==> config.mk <==
export PLATFORM = sky130hd
export DESIGN_NAME = batch_sample_seq
export DESIGN_NICKNAME = d
export VERILOG_FILES = /design/src/rtl/batch_sample_seq.sv
export SDC_FILE = /design/constraint.sdc
export NUM_CORES = 1
export LEC_CHECK = 0
export ABC_AREA = 1
export CORE_MARGIN = 2
export CORE_UTILIZATION = 55
export CTS_BUF_LIST = sky130_fd_sc_hd__clkbuf_4
export DETAILED_ROUTE_END_ITERATION = 7
export PLACE_DENSITY_LB_ADDON = 0.25
export SETUP_SLACK_MARGIN = 0.05
export SYNTH_ARGS = -nofsm -noshare
export SYNTH_HDL_FRONTEND = slang
export SYNTH_SLANG_ARGS = --single-unit
==> constraint.sdc <==
create_clock -name clk -period 6.8 [get_ports clk]
set_input_delay 1.36 -clock clk [delete_from_list [all_inputs] [get_ports clk]]
set_output_delay 1.36 -clock clk [all_outputs]
set_load 0.01 [all_outputs]
==> src/rtl/batch_sample_seq.sv <==
// ---------------------------------------------------------------------------
// batch_sample_seq
//
// Sample-buffer sequencer for the batch filter datapath. Incoming samples are
// packed DSR1 at a time into one RAM word. Each word goes into a circular
// buffer of n_seg segments of seg_len words each. For every write, n_rd read
// streams are generated. Each read stream lags the write segment by a fixed
// number of segments and walks its segment either ascending or descending.
//
// Ports:
//   clk          clock
//   rst          asynchronous, active-high reset
//   in           input sample (N bits)
//   in_valid     sample qualifier
//   wr_en        RAM write strobe (one cycle per packed word)
//   wr_addr      RAM write address
//   wr_data      packed word, slot 0 (oldest sample) in the LSBs
//   rd_addr      read addresses, port p in bits [AW*p +: AW]
//   rd_en        read strobe per port
//   batch_start  pulse coincident with the last word of a segment
//   seg_idx      segment currently being written
// ---------------------------------------------------------------------------
module batch_sample_seq #(
    parameter int                  N         = 4,
    parameter int                  DSR1      = 2,
    parameter int                  DSR2      = 6,
    parameter int                  depth     = 220,
    parameter int                  n_seg     = 4,
    parameter int                  n_rd      = 3,
    parameter logic [8*n_rd-1:0]   RD_OFFSET = {8'd2, 8'd2, 8'd1},
    parameter logic [n_rd-1:0]     RD_DIR    = 3'b011,
    localparam int SEG_LEN = ((depth + DSR1*DSR2 - 1) / (DSR1*DSR2)) * DSR2,
    localparam int AW      = $clog2(n_seg*SEG_LEN),
    localparam int SGW     = $clog2(n_seg)
) (
    input  logic                 clk,
    input  logic                 rst,
    input  logic [N-1:0]         in,
    input  logic                 in_valid,
    output logic                 wr_en,
    output logic [AW-1:0]        wr_addr,
    output logic [N*DSR1-1:0]    wr_data,
    output logic [n_rd*AW-1:0]   rd_addr,
    output logic [n_rd-1:0]      rd_en,
    output logic                 batch_start,
    output logic [SGW-1:0]       seg_idx
);

    localparam int SW = (DSR1 > 1) ? $clog2(DSR1) : 1;
    localparam int WW = (SEG_LEN > 1) ? $clog2(SEG_LEN) : 1;

    // Elaboration-time parameter checks
    if (DSR1 < 1) begin : g_bad_dsr1
        $error("batch_sample_seq: DSR1 must be >= 1");
    end
    if (n_seg < 2 || (n_seg & (n_seg - 1)) != 0) begin : g_bad_nseg
        $error("batch_sample_seq: n_seg must be a power of two >= 2");
    end
    for (genvar gp = 0; gp < n_rd; gp++) begin : g_chk_off
        if (RD_OFFSET[8*gp +: 8] == 8'd0 || int'(RD_OFFSET[8*gp +: 8]) >= n_seg) begin : g_bad_off
            $error("batch_sample_seq: RD_OFFSET out of range 1..n_seg-1");
        end
    end

    logic [SW-1:0]        slot_q, slot_d;
    logic [N*DSR1-1:0]    pack_q, pack_d;
    logic [WW-1:0]        w_q, w_d;
    logic [SGW-1:0]       seg_q, seg_d;
    logic [SGW-1:0]       c_q, c_d;
    logic                 wr_en_q, wr_en_d;
    logic [AW-1:0]        wr_addr_q, wr_addr_d;
    logic [N*DSR1-1:0]    wr_data_q, wr_data_d;
    logic [n_rd*AW-1:0]   rd_addr_q, rd_addr_d;
    logic [n_rd-1:0]      rd_en_q, rd_en_d;
    logic                 batch_start_q, batch_start_d;
    logic [SGW-1:0]       seg_idx_q, seg_idx_d;

    logic [N*DSR1-1:0]    word_full;
    logic [SGW-1:0]       rseg;
    logic [AW-1:0]        roff;
    int                   o;

    always_comb begin
        slot_d        = slot_q;
        pack_d        = pack_q;
        w_d           = w_q;
        seg_d         = seg_q;
        c_d           = c_q;
        wr_en_d       = 1'b0;
        wr_addr_d     = wr_addr_q;
        wr_data_d     = wr_data_q;
        rd_addr_d     = rd_addr_q;
        rd_en_d       = '0;
        batch_start_d = 1'b0;
        // Lags seg by one cycle so the new segment shows after the wrap write
        seg_idx_d     = seg_q;
        rseg          = '0;
        roff          = '0;
        o             = 0;

        word_full = pack_q;
        word_full[N*int'(slot_q) +: N] = in;

        if (in_valid) begin
            pack_d = word_full;
            if (slot_q == SW'(DSR1 - 1)) begin
                slot_d    = '0;
                wr_en_d   = 1'b1;
                wr_data_d = word_full;
                wr_addr_d = AW'(seg_q) * AW'(SEG_LEN) + AW'(w_q);

                // Read streams use the same pre-increment seg/w/c as the write
                for (int p = 0; p < n_rd; p++) begin
                    o = int'(RD_OFFSET[8*p +: 8]);
                    if (int'(c_q) >= o) begin
                        rseg = seg_q - SGW'(o);
                        roff = RD_DIR[p] ? (AW'(SEG_LEN - 1) - AW'(w_q)) : AW'(w_q);
                        rd_en_d[p] = 1'b1;
                        rd_addr_d[AW*p +: AW] = AW'(rseg) * AW'(SEG_LEN) + roff;
                    end
                end

                if (w_q == WW'(SEG_LEN - 1)) begin
                    w_d           = '0;
                    seg_d         = seg_q + 1'b1;
                    batch_start_d = 1'b1;
                    if (c_q != SGW'(n_seg - 1)) begin
                        c_d = c_q + 1'b1;
                    end
                end else begin
                    w_d = w_q + 1'b1;
                end
            end else begin
                slot_d = slot_q + 1'b1;
            end
        end
    end

    always_ff @(posedge clk or posedge rst) begin
        if (rst) begin
            slot_q        <= '0;
            pack_q        <= '0;
            w_q           <= '0;
            seg_q         <= '0;
            c_q           <= '0;
            wr_en_q       <= 1'b0;
            wr_addr_q     <= '0;
            wr_data_q     <= '0;
            rd_addr_q     <= '0;
            rd_en_q       <= '0;
            batch_start_q <= 1'b0;
            seg_idx_q     <= '0;
        end else begin
            slot_q        <= slot_d;
            pack_q        <= pack_d;
            w_q           <= w_d;
            seg_q         <= seg_d;
            c_q           <= c_d;
            wr_en_q       <= wr_en_d;
            wr_addr_q     <= wr_addr_d;
            wr_data_q     <= wr_data_d;
            rd_addr_q     <= rd_addr_d;
            rd_en_q       <= rd_en_d;
            batch_start_q <= batch_start_d;
            seg_idx_q     <= seg_idx_d;
        end
    end

    assign wr_en       = wr_en_q;
    assign wr_addr     = wr_addr_q;
    assign wr_data     = wr_data_q;
    assign rd_addr     = rd_addr_q;
    assign rd_en       = rd_en_q;
    assign batch_start = batch_start_q;
    assign seg_idx     = seg_idx_q;

`ifndef SYNTHESIS
    logic wr_en_prev_q;

    always_ff @(posedge clk or posedge rst) begin
        if (rst) begin
            wr_en_prev_q <= 1'b0;
        end else begin
            wr_en_prev_q <= wr_en_q;
            if (DSR1 > 1) begin
                assert (!(wr_en_q && wr_en_prev_q))
                    else $error("batch_sample_seq: wr_en on consecutive cycles");
            end
            for (int p = 0; p < n_rd; p++) begin
                assert (!(wr_en_q && rd_en_q[p] && rd_addr_q[AW*p +: AW] == wr_addr_q))
                    else $error("batch_sample_seq: read port %0d collides with write", p);
            end
        end
    end
`endif

endmodule
Word level (Yosys, flattened, before mapping)
Index checks and enable logic that the tools add are counted.
Widths: inputs -> output; s select.
- register bits: 71
- latch bits: 0
- RAM bits: 0
- bits in read-only memories: 0
- output and inout bits: 51
- memories kept: 0
- add/subtract/negate cells: 12
- $mul: 3
- div/mod/pow operators: 0
- $lt $le $gt $ge: 2
- equal/unequal tests: 2
- shifts and indexed selects: 2
- muxes and demuxes: 12
- bitwise logic cells: 0
- reduce and logical (&&, ||, !) cells: 5
- operators by type and width (cell ; count):
    $neg 3->33 ; 1
    $shift 4x33->8 const A ; 1
    $shiftx 4x33->8 ; 1
    $mul 2x6->8 const B ; 3
    $add 9x7->9 ; 2
    $add 9x9->9 ; 2
    $reduce_and 3->1 ; 3
    $bwmux 8 ; 1
    $mux 1 ; 8
    $sub 7x7->8 const A ; 1
    $add 7x1->7 const B ; 1
    $eq 7x7->1 const B ; 1
    $mux 7 ; 1
    $mux 3 ; 2
    $add 2x1->2 const B ; 2
    $reduce_and 4->1 ; 1
    $ge 2x1->1 const B ; 1
    $ge 2x2->1 const B ; 1
    $ne 2x2->1 const B ; 1
    $reduce_and 2->1 ; 1
    $sub 2x1->2 const B ; 1
    $sub 2x2->2 const B ; 1
    $add 1x1->1 const B ; 1

Logic depth before layout (Yosys ltp)
Gate-level depths: netlist of the first run.
- word-level depth: 4
- mapped depth: 17

Least setup slack after synthesis of the first run
Ideal clock, no wire load.
- kind: input to register
- start: input in_valid
- end: register rd_addr_q[21] (netlist: rd_addr[21])
- library setup time: 0.136 ns
- data arrival time: 2.148 ns
- required time: 6.664 ns
- slack: 4.517 ns
- cell stages on the path: 5
- buffers on the path: 1
- path through: nand2_1 inv_2 o21ai_1 clkbuf_1 o21ai_0
- longest elaborated chain between the ends: 1
- ends and longest elaborated chain (item ; RTL line ; RTL):
    start: declaration ; 39 ; input logic in_valid,
    $reduce_and 3->1 (no source line) ; n/a ;
    end signal: assignment ; 162 ; rd_addr_q <= rd_addr_d;
    end: declaration ; 73 ; logic [n_rd*AW-1:0] rd_addr_q, rd_addr_d;
No other way between the ends.
A chain may end at the register's enable or synchronous reset.

Worst setup path after layout of the first run
- start: input in_valid
- end: register rd_addr_q[25] (netlist: rd_addr[25])
The elaborated chain is that of the path after synthesis.

==> impl_metrics.ini, run 1 <==
[logic_synthesis]
synth_adder_area_share = 0.120
synth.distinct_cells = 39
syn_nets = 477
yosysWarnings = 0
synth_xor_area_frac = 0.0331
yosys.area.top_type = dfrtp_1
ys_ff_latch = 65
synth_area_leaders = dfrtp_1 (44%), nand2_1 (12%), ha_1 (9.8%)
avgSynthCellArea_sq_um = 8.47
synth_top_area_share = 0.440
synth_compound_area_frac = 0.0913
muxShareOfSynthArea = 0.00913
yosysSeqAreaShare = 0.440
synth_top_family_by_area = simple AND/OR/NAND/NOR gates
synthSimpleGateAreaFrac = 0.242
netlist_instances = 437
netlist_area_sq_um = 3700

[run_status]
status = complete, no violations

[sta]
drv_slew = 0
setup_tns_ns = 0
max_freq_mhz = 282
setup_viol_count_final = 0
max-slew-margin-rel = 0.401
fin_crit_ns = 3.54
fin_skew_ns = 0.0162
fin_crit_sh = 0.521
rsz0062_at_grt = false
hold_viol_final = 0
tightest_slew_ns = 0.897

[detailed_routing]
via_per_inst = 5.32
dr.pass1.iters = 4
drc_errors = 0
drtAntennaViolNets = 0
wl_um = 7980
drt_iter0_drc = 121
vias = 3066
post_drt_wl_per_cell_um = 13.9

[critical_path]
crit_required_ns = 7.12
critPathSlowestCell = nand2_1
cp-start-kind = input port
cp-end-kind = flop
cp_cell_sequence = clkdlybuf4s50_1 > nand2_1 > inv_2 > o21ai_1 > buf_4 > inv_1 > o21ai_0 > a21oi_1 > nor2_1
critPathArrivalTime_ns = 3.86
path_class = in -> reg
crit_fanout = 30
slowest_delay_ns = 0.54

[pwr]
vdd_drop_max_uv = 316
p_per_area_nw_per_um2 = 557
p_leak_nw = 2.24
power_w = 0.00249

[min_path]
hp-class = reg -> reg

[clocking]
clock_path_buffers = 2
root_buffer = clkbuf_4
htree_levels = 3
cts_resized = 0
cts_setup_buffers = 0
cts_tree = yes
cts_hold_buf = 0
clock-sinks = 65
clock_latency_ns = 0.43
clkSlewWorstSetupHoldPaths_ns = 0.11
cts_buffers = 9

[place]
dpl.hpwl_um = 5790
gp_routability_congestion = 0.873
portBuffers = 57

[finish]
ff_latch_area_sq_um = 1630
final_util = 0.697
num_antenna_cells = 0
multi_input_area_sq_um = 1830
area_delta_synth_final_pct = 21.0
num-nets-final = 535
layout-drive-gt1-share = 0.0902
filler_cell_count = 510

[global_routing]
gr-total-overflow = 0
grt_pass1_vias = 2897
grt_util_all_layers = 0.238
grt_pass1_wl_um = 13600
antenna_found_initial = 0
grt_max_degree = 66

[floorplan]
die-area_sq_um = 7400
io_pins = 58
rows = 29
fp.dieH_um = 86.0
start_util = 0.576
die_w_um = 86.0
core_area_sq_um = 6420

[run]
maxCapViolCount = 0
==> metal layers <==
metal	part of all wire	vias up	global-route usage
met4	0.014	0	0.0678
met1	0.48	1456	0.334
li1	-	1522	-
met3	0.047	10	0.0626
met5	0	-	0
met2	0.46	78	0.366
==> area by class of cell <==
class,instances,area share
Clock inverter,5,0.0182
Sequential cell,65,0.363
Inverter,46,0.0397
Multi-Input combinational cell,314,0.410
Tap cell,77,0.0215
Timing Repair Buffer,59,0.131
Clock buffer,10,0.0168
==> worst paths after layout <==
check                                   from     endpoint  slack [ns]  cells after the start
worst max-delay path                in_valid  rd_addr[25]        3.26                      9
worst min-delay path               pack_q[1]   wr_data[1]        0.48                      2
worst max register to register  seg_idx_d[0]  rd_addr[26]        4.00                     11
worst min register to register     pack_q[1]   wr_data[1]        0.48                      2
max in group asynchronous                rst  rd_addr[14]        4.78                      3
min in group asynchronous                rst   rd_addr[2]        1.47                      3
==> cell families (layout without fill, tap and decap cells) <==
logic type | after synthesis | after routing
buf+inv | 58 | 120
xor+xnor | 14 | 14
flops | 65 | 65
compound gates | 59 | 59
fa+ha+maj | 33 | 33
mux | 3 | 3
simple gates | 205 | 205
==> cells in the final DEF, fill, tap and decap left out, types with 2 or more instances in the layout <==
cell type and instances:
inv_1 42, o31ai_1 4, mux2_2 3, a21oi_1 14, ha_1 29, nand3_1 20
nand2_4 2, inv_2 2, nor2_2 2, dfrtp_1 65, o21ai_1 4, nand4_1 3
clkbuf_4 10, fa_1 4, nor2_1 39, inv_4 2, nand2_1 119, clkdlybuf4s50_1 57
buf_4 2, a31oi_1 4, xnor2_1 2, bufinv_16 2, o21ai_0 25, nor2_4 2
nor3_1 4, xor2_1 12, o21bai_1 4, nand2_2 8
==> power breakdown <==
group          total [W]  internal (W)  switching (W)  leakage (nW)
clock network   0.000298      0.000151       0.000147        0.0824
registers       0.000670      0.000539       0.000131         0.777
logic            0.00152      0.000658       0.000864          1.38
==> cells in the mapped netlist (all sizes together) <==
library cell and instances:
inv 46, fa 4, nor3 4, o21bai 5, dfrtp 65, o21ai 30, xor2 12, nand4 3
a221oi 1, clkbuf 5, mux2 3, or2 2, ha 29, nor2 43, o31ai 4, xnor2 2
a31oi 4, nand3 21, nor3b 1, nand2 129, nand3b 1, nor4 1, buf 7, a21oi 14
o41ai 1
==> state kept, by name, summed over array words and instances, names as in the netlist, 4 cells and up <==
name,flops
w_q,7
rd_addr,26
pack_q,4
wr_addr,9
wr_data,8
==> per-stage QoR <==
stage          hold WS [ns]  instance area (sq um)  instances  setup WS, ns
2_1_floorplan         0.436                   3700        437          3.81
3_3_place_gp          0.452                   4320        561          2.88
3_5_place_dp          0.463                   4320        561          2.81
4_1_cts               0.489                   4480        576          3.26
5_1_grt               0.512                   4480        576          2.95
6_report              0.480                   4480        576          3.26
==> critical path: cells and delay by family <==
family / cells / cell delay (ns)
AO/OA/AOI/OAI: 3 / 0.41
AND/OR/NAND/NOR: 2 / 0.59
buffers and inverters: 4 / 1.50
(Power assumes the default switching activity.)
==> run 2: changes to the inputs <==
--- a/config.mk
+++ b/config.mk
@@ -7,7 +7,7 @@
 export LEC_CHECK = 0
 export ABC_AREA = 1
 export CORE_MARGIN = 2
-export CORE_UTILIZATION = 55
+export CORE_UTILIZATION = 50
 export CTS_BUF_LIST = sky130_fd_sc_hd__clkbuf_4
 export DETAILED_ROUTE_END_ITERATION = 7
 export PLACE_DENSITY_LB_ADDON = 0.25
==> constraint.sdc (replaced) <==
create_clock -name clk -period 2.9 [get_ports clk]
set_input_delay 0.58 -clock clk [delete_from_list [all_inputs] [get_ports clk]]
set_output_delay 0.58 -clock clk [all_outputs]
set_load 0.01 [all_outputs]
==> impl_metrics.ini, run 2 (synthesis gave the netlist of run 1 again) <==
[global_routing]
antenna_found_initial = 0
grt_max_degree = 34
grt_pass1_vias = 3006
grt_util_all_layers = 0.220
grt_pass1_wl_um = 14400
gr-total-overflow = 0

[pwr]
vdd_drop_max_uv = 537
power_w = 0.00587
p_per_area_nw_per_um2 = 1290
p_leak_nw = 2.25

[detailed_routing]
drtAntennaViolNets = 0
wl_um = 8300
vias = 3025
drt_iter0_drc = 115
post_drt_wl_per_cell_um = 13.8
drc_errors = 0
via_per_inst = 5.03
dr.pass1.iters = 4

[clocking]
cts_buffers = 9
root_buffer = clkbuf_4
clkSlewWorstSetupHoldPaths_ns = 0.12
clock-sinks = 65
cts_tree = yes
cts_hold_buf = 0
htree_levels = 3
clock_path_buffers = 2
clock_latency_ns = 0.41

[sta]
setup_tns_ns = 0
setup_viol_count_final = 0
max-slew-margin-rel = 0.493
rsz0062_at_grt = false
layout_setup_ws_ns = 0.320
hold_viol_final = 0
tightest_slew_ns = 0.759
fin_skew_ns = 0.0160
fin_crit_sh = 0.890
drv_slew = 0
max_freq_mhz = 388
fin_crit_ns = 2.58

[floorplan]
io_pins = 58
die-area_sq_um = 8100
core_area_sq_um = 7210
rows = 31
fp.dieH_um = 90.0
start_util = 0.513
die_w_um = 90.0

[critical_path]
cp_cell_sequence = inv_1 > ha_1 > inv_1 > ha_1 > a21oi_1 > nor2_1 > a21oi_1 > o41ai_1 > or2_2 > nand3_1 > nand2_1
crit_required_ns = 3.20
critPathArrivalTime_ns = 2.88
crit_fanout = 9
critPathSlowestCell = dfrtp_2
path_class = reg -> reg
crit_family = adder cells
cp-start-kind = flop
slowest_delay_ns = 0.50
cp-end-kind = flop
crit_buf_inv = 2

[run]
maxCapViolCount = 0

[place]
postPlaceCellArea_sq_um = 4370
portBuffers = 57
pre_cts_slack_ns = 0.208
gp_routability_congestion = 0.847
dpl.hpwl_um = 6260

[finish]
final_common_cell = nand2_1
ff_latch_area_sq_um = 1630
filler_cell_count = 667
final_util = 0.629
num_antenna_cells = 0
final_cell_mix = nand2_1 (119), dfrtp_1 (64), clkdlybuf4s50_1 (57)
stdcell_area_sq_um = 4540
multi_input_area_sq_um = 1830
layout-drive-gt1-share = 0.0976
area_delta_synth_final_pct = 22.7
num-nets-final = 537
largest_reg_flops = 26

[run_status]
status = complete, no violations

[min_path]
hp-class = reg -> reg
[run 2: cell count changes in the layout (fill, tap and decap cells not counted)]
cell        change
clkinvlp_4      +2
buf_12          +1
buf_4           +1
clkbuf_4        -1
clkinv_1        +1
clkinv_2        -1
dfrtp_1         -1
dfrtp_2         +1
inv_1           -1
inv_2           +1
[run 2: through the flow]
step                hold slack [ns]  cells
floorplan                     0.436    437
CTS                           0.479    601
global route                  0.506    601
global placement              0.448    585
detailed placement            0.460    585
finish                        0.479    601
[run 2: path summary, 6_finish.rpt]
check	endpoint	slack [ns]	startpoint	cells after the start
worst max-delay path	rd_addr[26]	0.32	seg_idx_d[0]	11
worst min register to register	wr_data[0]	0.48	pack_q[0]	2
min in group asynchronous	rd_addr[12]	0.60	rst	2
worst max register to register	rd_addr[26]	0.32	seg_idx_d[0]	11
max in group asynchronous	rd_addr[6]	1.67	rst	3
worst min-delay path	wr_data[0]	0.48	pack_q[0]	2
[run 2: worst min-delay path: cells and delay by family, from the launching register on]
kind | cells | cell delay, ns
AND/OR/NAND/NOR | 2 | 0.10
flip-flops | 1 | 0.36
[run 2: layout make-up]
cell class | instances | share of cell area
Tap cell | 99 | 0.0273
Clock inverter | 7 | 0.0210
Clock buffer | 9 | 0.0149
Multi-Input combinational cell | 314 | 0.404
Timing Repair Buffer | 61 | 0.135
Inverter | 46 | 0.0392
Sequential cell | 65 | 0.359
[run 2: per-layer routing]
layer,share of wire,up-vias,GRT usage
met5,0,-,0
met4,0.018,0,0.0795
met3,0.038,12,0.0268
met2,0.45,74,0.348
met1,0.49,1421,0.313
li1,-,1518,-
[run 2: report_power, final]
part | leakage [nW] | internal, W | switching (W)
clock | 0.0758 | 0.000347 | 0.000355
sequential | 0.777 | 0.00126 | 0.000306
combinational | 1.40 | 0.00156 | 0.00204
total | 2.25 | 0.00317 | 0.00270
[run 2: repair_timing]
action                     4_1_cts  5_1_grt
setup endpoints to repair        0        2
resized for setup                0        2
buffers inserted                 0        0
